`src/rtl/vga_timing_gen.sv`:
```
// ----------------------------------------------------------------------------
// vga_timing_gen
//
// Display timing generator for the Rojobot world video controller. Runs on the
// 25 MHz pixel clock and produces the scan addresses used by the icon and
// world-map pixel sources, together with sync and visible-region strobes.
// Defaults give 640x480 @ 60 Hz.
//
// The sync and video_on strobes are delayed by PIPE_DELAY register stages so
// they line up with pixel sources that register their outputs. The scan
// addresses and the end-of-line / end-of-frame pulses are not delayed.
//
// Ports:
//   clock         in   pixel clock
//   rst           in   synchronous, active-high reset
//   Pixel_column  out  horizontal counter, 0..H_TOTAL-1
//   Pixel_row     out  vertical counter, 0..V_TOTAL-1
//   horiz_sync    out  horizontal sync, delayed by PIPE_DELAY
//   vert_sync     out  vertical sync, delayed by PIPE_DELAY
//   video_on      out  visible-region flag, delayed by PIPE_DELAY
//   end_of_line   out  high while the column counter is at H_TOTAL-1
//   end_of_frame  out  high while both counters are at their last value
//
// Both totals must fit a 10-bit counter (at most 1024). PIPE_DELAY is 0..3.
// ----------------------------------------------------------------------------
module vga_timing_gen #(
    parameter int unsigned H_DISPLAY   = 640,
    parameter int unsigned H_FRONT     = 16,
    parameter int unsigned H_SYNC      = 96,
    parameter int unsigned H_BACK      = 48,
    parameter int unsigned V_DISPLAY   = 480,
    parameter int unsigned V_FRONT     = 10,
    parameter int unsigned V_SYNC      = 2,
    parameter int unsigned V_BACK      = 33,
    parameter logic        SYNC_ACTIVE = 1'b0,
    parameter int unsigned PIPE_DELAY  = 1
) (
    input  logic       clock,
    input  logic       rst,
    output logic [9:0] Pixel_column,
    output logic [9:0] Pixel_row,
    output logic       horiz_sync,
    output logic       vert_sync,
    output logic       video_on,
    output logic       end_of_line,
    output logic       end_of_frame
);

    localparam int unsigned H_TOTAL = H_DISPLAY + H_FRONT + H_SYNC + H_BACK;
    localparam int unsigned V_TOTAL = V_DISPLAY + V_FRONT + V_SYNC + V_BACK;

    // Decode boundaries, pre-sized to the counter width so every compare is
    // a plain unsigned 10-bit compare.
    localparam logic [9:0] H_LAST       = 10'(H_TOTAL - 1);
    localparam logic [9:0] V_LAST       = 10'(V_TOTAL - 1);
    localparam logic [9:0] H_VIS_END    = 10'(H_DISPLAY);
    localparam logic [9:0] V_VIS_END    = 10'(V_DISPLAY);
    localparam logic [9:0] H_SYNC_START = 10'(H_DISPLAY + H_FRONT);
    localparam logic [9:0] H_SYNC_END   = 10'(H_DISPLAY + H_FRONT + H_SYNC);
    localparam logic [9:0] V_SYNC_START = 10'(V_DISPLAY + V_FRONT);
    localparam logic [9:0] V_SYNC_END   = 10'(V_DISPLAY + V_FRONT + V_SYNC);

    logic [9:0] h_count_r;
    logic [9:0] v_count_r;
    logic       hsync_raw_s;
    logic       vsync_raw_s;
    logic       video_raw_s;
    logic       h_last_s;
    logic       v_last_s;

    assign Pixel_column = h_count_r;
    assign Pixel_row    = v_count_r;

    // Scan counters: column every clock, row on each column wrap.
    always_ff @(posedge clock) begin
        if (rst) begin
            h_count_r <= 10'd0;
            v_count_r <= 10'd0;
        end else if (h_last_s) begin
            h_count_r <= 10'd0;
            if (v_last_s) begin
                v_count_r <= 10'd0;
            end else begin
                v_count_r <= v_count_r + 10'd1;
            end
        end else begin
            h_count_r <= h_count_r + 10'd1;
        end
    end

    // Undelayed decodes of the current counter values.
    always_comb begin
        h_last_s    = 1'b0;
        v_last_s    = 1'b0;
        hsync_raw_s = ~SYNC_ACTIVE;
        vsync_raw_s = ~SYNC_ACTIVE;
        video_raw_s = 1'b0;

        h_last_s = (h_count_r == H_LAST);
        v_last_s = (v_count_r == V_LAST);

        if ((h_count_r >= H_SYNC_START) && (h_count_r < H_SYNC_END)) begin
            hsync_raw_s = SYNC_ACTIVE;
        end else begin
            hsync_raw_s = ~SYNC_ACTIVE;
        end

        if ((v_count_r >= V_SYNC_START) && (v_count_r < V_SYNC_END)) begin
            vsync_raw_s = SYNC_ACTIVE;
        end else begin
            vsync_raw_s = ~SYNC_ACTIVE;
        end

        if ((h_count_r < H_VIS_END) && (v_count_r < V_VIS_END)) begin
            video_raw_s = 1'b1;
        end else begin
            video_raw_s = 1'b0;
        end
    end

    assign end_of_line  = h_last_s;
    assign end_of_frame = h_last_s && v_last_s;

    generate
        if (PIPE_DELAY == 0) begin : g_no_pipe
            assign horiz_sync = hsync_raw_s;
            assign vert_sync  = vsync_raw_s;
            assign video_on   = video_raw_s;
        end else begin : g_pipe
            // Bit 0 is the newest stage; the top bit drives the output.
            logic [PIPE_DELAY-1:0] hs_pipe_r;
            logic [PIPE_DELAY-1:0] vs_pipe_r;
            logic [PIPE_DELAY-1:0] von_pipe_r;

            // Delay line for the strobes; reset flushes every stage to idle.
            always_ff @(posedge clock) begin
                if (rst) begin
                    hs_pipe_r  <= {PIPE_DELAY{~SYNC_ACTIVE}};
                    vs_pipe_r  <= {PIPE_DELAY{~SYNC_ACTIVE}};
                    von_pipe_r <= {PIPE_DELAY{1'b0}};
                end else begin
                    hs_pipe_r  <= PIPE_DELAY'({hs_pipe_r, hsync_raw_s});
                    vs_pipe_r  <= PIPE_DELAY'({vs_pipe_r, vsync_raw_s});
                    von_pipe_r <= PIPE_DELAY'({von_pipe_r, video_raw_s});
                end
            end

            assign horiz_sync = hs_pipe_r[PIPE_DELAY-1];
            assign vert_sync  = vs_pipe_r[PIPE_DELAY-1];
            assign video_on   = von_pipe_r[PIPE_DELAY-1];
        end
    endgenerate

endmodule

```
`config.mk`:
```
export PLATFORM = sky130hd
export DESIGN_NAME = vga_timing_gen
export DESIGN_NICKNAME = d
export VERILOG_FILES = /design/src/rtl/vga_timing_gen.sv
export SDC_FILE = /design/constraint.sdc
export NUM_CORES = 1
export LEC_CHECK = 0
export BUFFER_PORTS_ARGS = -buffer_cell sky130_fd_sc_hd__buf_4
export CORE_MARGIN = 5
export CORE_UTILIZATION = 35
export CTS_CLUSTER_SIZE = 10
export DETAILED_ROUTE_END_ITERATION = 7
export HOLD_SLACK_MARGIN = 0.15
export SYNTH_ARGS = -nofsm -noshare
export SYNTH_HDL_FRONTEND = slang
export SYNTH_SLANG_ARGS = --single-unit
```
`constraint.sdc`:
```
create_clock -name clock -period 4.1 [get_ports clock]
set_input_delay 0.205 -clock clock [delete_from_list [all_inputs] [get_ports clock]]
set_output_delay 0.205 -clock clock [all_outputs]
set_load 0.03 [all_outputs]
```
==> flow_summary.json <==
{
  "status": "completed",
  "setup_violations": 0,
  "post-route-period-util_pct": 58.9,
  "synthCells": 127,
  "initial_utilization_pct": 36.6,
  "yosys_warnings": 0,
  "path_delay_family": "simple AND/OR/NAND/NOR gates",
  "die_area_um2": 4420,
  "cellPowerDensity_nw_per_um2": 261,
  "finalNonFillerCells": 196,
  "htree_levels": 1,
  "clock.fmax_ghz": 0.414,
  "setup_slack_ns": 1.68,
  "route.met2.wl_um": 1190,
  "max_slew_margin_pct": 72.6,
  "synth-main-ff-cell": "dfxtp_1",
  "drt-met1-wl_um": 1100,
  "layout-drive-gt1-share_pct": 22.4,
  "place_congestion": 0.781,
  "synth_area_per_cell_um2": 8.80,
  "pre_cts_ws_ns": 1.91,
  "cp-end-kind": "primary output",
  "cts_buffers": 3,
  "die_h_um": 66.5,
  "cp_max_fo": 9,
  "grt-ovfl-total": 0,
  "avgRoutedWirePerCell_um": 12.7,
  "synthTopCellsByArea": "dfxtp_1 (41%), xor2_1 (6.3%), ha_1 (5.6%)",
  "clock_latency_ns": 0.32,
  "crit_type": "register to primary output",
  "tightest_slew_ns": 0.407,
  "syn_nets": 134,
  "grt_usage_pct": 12.3,
  "rsz0062_at_grt": "false",
  "clkSinkCount": 23,
  "yosys.area.top_type_share_pct": 41.2,
  "multi_input_area_um2": 604,
  "synth_cell_type_count": 29,
  "wl_um": 2490,
  "avgViaCountPerCell": 5.11,
  "highest-signal-layer": "met4",
  "nets": 160,
  "p_leak_nw": 0.530,
  "num_vias": 1002,
  "grt_start_max_net_pins": 16,
  "dr_wl_met3_um": 170,
  "finalClockSkew_ns": 0.00917,
  "async_reset_ff_share_pct": 0,
  "core-area_um2": 3050,
  "antenna_found_initial": 0,
  "slowest_delay_ns": 0.49,
  "worst_ep_arrival_time_ns": 2.21,
  "netlist_area_um2": 1120,
  "clockBufferDepth": 2,
  "hold_violations": 0,
  "fillers": 328,
  "drt_pass1_iterations": 5,
  "maxSlewViolCount": 0,
  "drc": 0,
  "synth_edf_count": 0,
  "dp.cells": 191,
  "crit_chain": "ha_1 -> nand4_1 -> or3_1 -> inv_2 -> buf_4",
  "synth.most_common_cell": "dfxtp_1",
  "power.total_w": 0.000359,
  "die_x_um": 66.5,
  "maxCapViolCount": 0,
  "dp_hpwl_um": 1880,
  "ios": 27,
  "grt_pass1_wl_um": 4200,
  "hp-class": "register to register",
  "synth-seq-cells": 23,
  "critPathLaunchType": "register",
  "cts_resized": 0,
  "antenna_cells": 0,
  "whs_ns": 0.534,
  "required_ns": 3.89,
  "slowest_stage": "dfxtp_1",
  "syn_to_final_growth_pct": 23.1,
  "drtAntennaViolNets": 0,
  "cts_root_buf": "clkbuf_4",
  "drtIter0Drc": 80,
  "synthTopCellsByCount": "dfxtp_1 (23), nor2_1 (13), nand3_1 (9)",
  "rows": 20,
  "clkTransAtPathRegs_ns": 0.13,
  "period_minus_slack_ns": 2.42,
  "seq_area_um2": 460,
  "io_buffers": 26,
  "grt_pass1_vias": 949,
  "timing.critical_path.buf_inv": 2,
  "cts_tree": "yes",
  "tns_ns": 0,
  "vdd_drop_max_mv": 0.199,
  "synth_top_cell_by_area": "dfxtp_1",
  "synth-seq-area-share_pct": 41.2
}
## final cells by class
class	instances	share of cell area (%)
clock inverter	1	0.364
sequential	23	33.5
inverter	6	1.64
multi-input combinational	92	43.9
timing repair buffer	27	14.9
tap	44	4.00
clock buffer	3	1.64
## metal layers
metal	vias to the layer above	global-route usage (%)
li1	503	-
met1	462	14.1
met5	-	0
met3	5	4.72
met4	0	3.05
met2	32	21.2
## path summary, 6_finish.rpt
kind                                       from           end  slack (ns)  cells past startpoint
worst min-delay path               Pixel_row[7]  Pixel_row[7]        0.53                      2
worst max-delay path            Pixel_column[0]   end_of_line        1.68                      5
worst min register to register     Pixel_row[7]  Pixel_row[7]        0.53                      2
worst max register to register  Pixel_column[0]  Pixel_row[7]        1.86                      5
## worst reg2reg max path: cells and delay by family, from the launching register on
| family | cells | cell delay [ns] |
|---|---|---|
| AO/OA/AOI/OAI | 1 | 0.14 |
| adder cells (fa/ha/maj) | 1 | 0.29 |
| flip-flops | 1 | 0.49 |
| AND/OR/NAND/NOR | 3 | 1.26 |
## per-stage QoR
| stage | area, um2 | util, % |
|---|---|---|
| after floorplan | 1120 | - |
| after global placement | 1340 | 43.8 |
| after detailed placement | 1340 | 43.8 |
| after CTS | 1380 | 45.0 |
| after global routing | 1380 | 45.0 |
| final | 1380 | 45.0 |
## cell families (layout without fill, tap and decap cells)
| family | count (synthesis) | after routing | synth area share [%] |
|---|---|---|---|
| AOI/OAI and AO/OA | 8 | 8 | 4.48 |
| buffers and inverters | 12 | 37 | 4.70 |
| and+or+nand+nor | 64 | 64 | 32.1 |
| muxes | 1 | 1 | 0.896 |
| DFF | 23 | 23 | 41.2 |
| adders and majority gates | 5 | 5 | 5.60 |
| xor gates and xnor gates | 14 | 14 | 11.0 |
## where the power goes
part / internal [W] / total [W] / switching (W)
Sequential: 0.000226 / 0.000231 / 0.00000476
Combinational: 0.00000853 / 0.0000215 / 0.0000130
Clock: 0.0000365 / 0.000106 / 0.0000693
## flip-flops by register name (all words and copies together), names as in the netlist
| register | cells |
|---|---|
| Pixel_column | 10 |
| Pixel_row | 10 |
| horiz_sync | 1 |
| vert_sync | 1 |
| video_on | 1 |
## cell usage in the layout, fill, tap and decap left out, types with 3 or more instances in the layout
cell / count
nor4_1: 5
nor2_1: 13
nand2_1: 5
nand3_1: 9
nand4_1: 8
inv_1: 5
ha_1: 5
xnor2_1: 6
o21ai_0: 3
or3_1: 4
clkbuf_4: 3
xor2_1: 8
nor3b_1: 3
a21oi_1: 3
and3_1: 4
nor3_1: 6
buf_4: 26
dfxtp_1: 23
## repair_timing
action	4_1_cts	5_1_grt
hold endpoints to repair	1	0
hold buffers	1	0
buffers inserted	0	0
(Power assumes the default switching activity.)
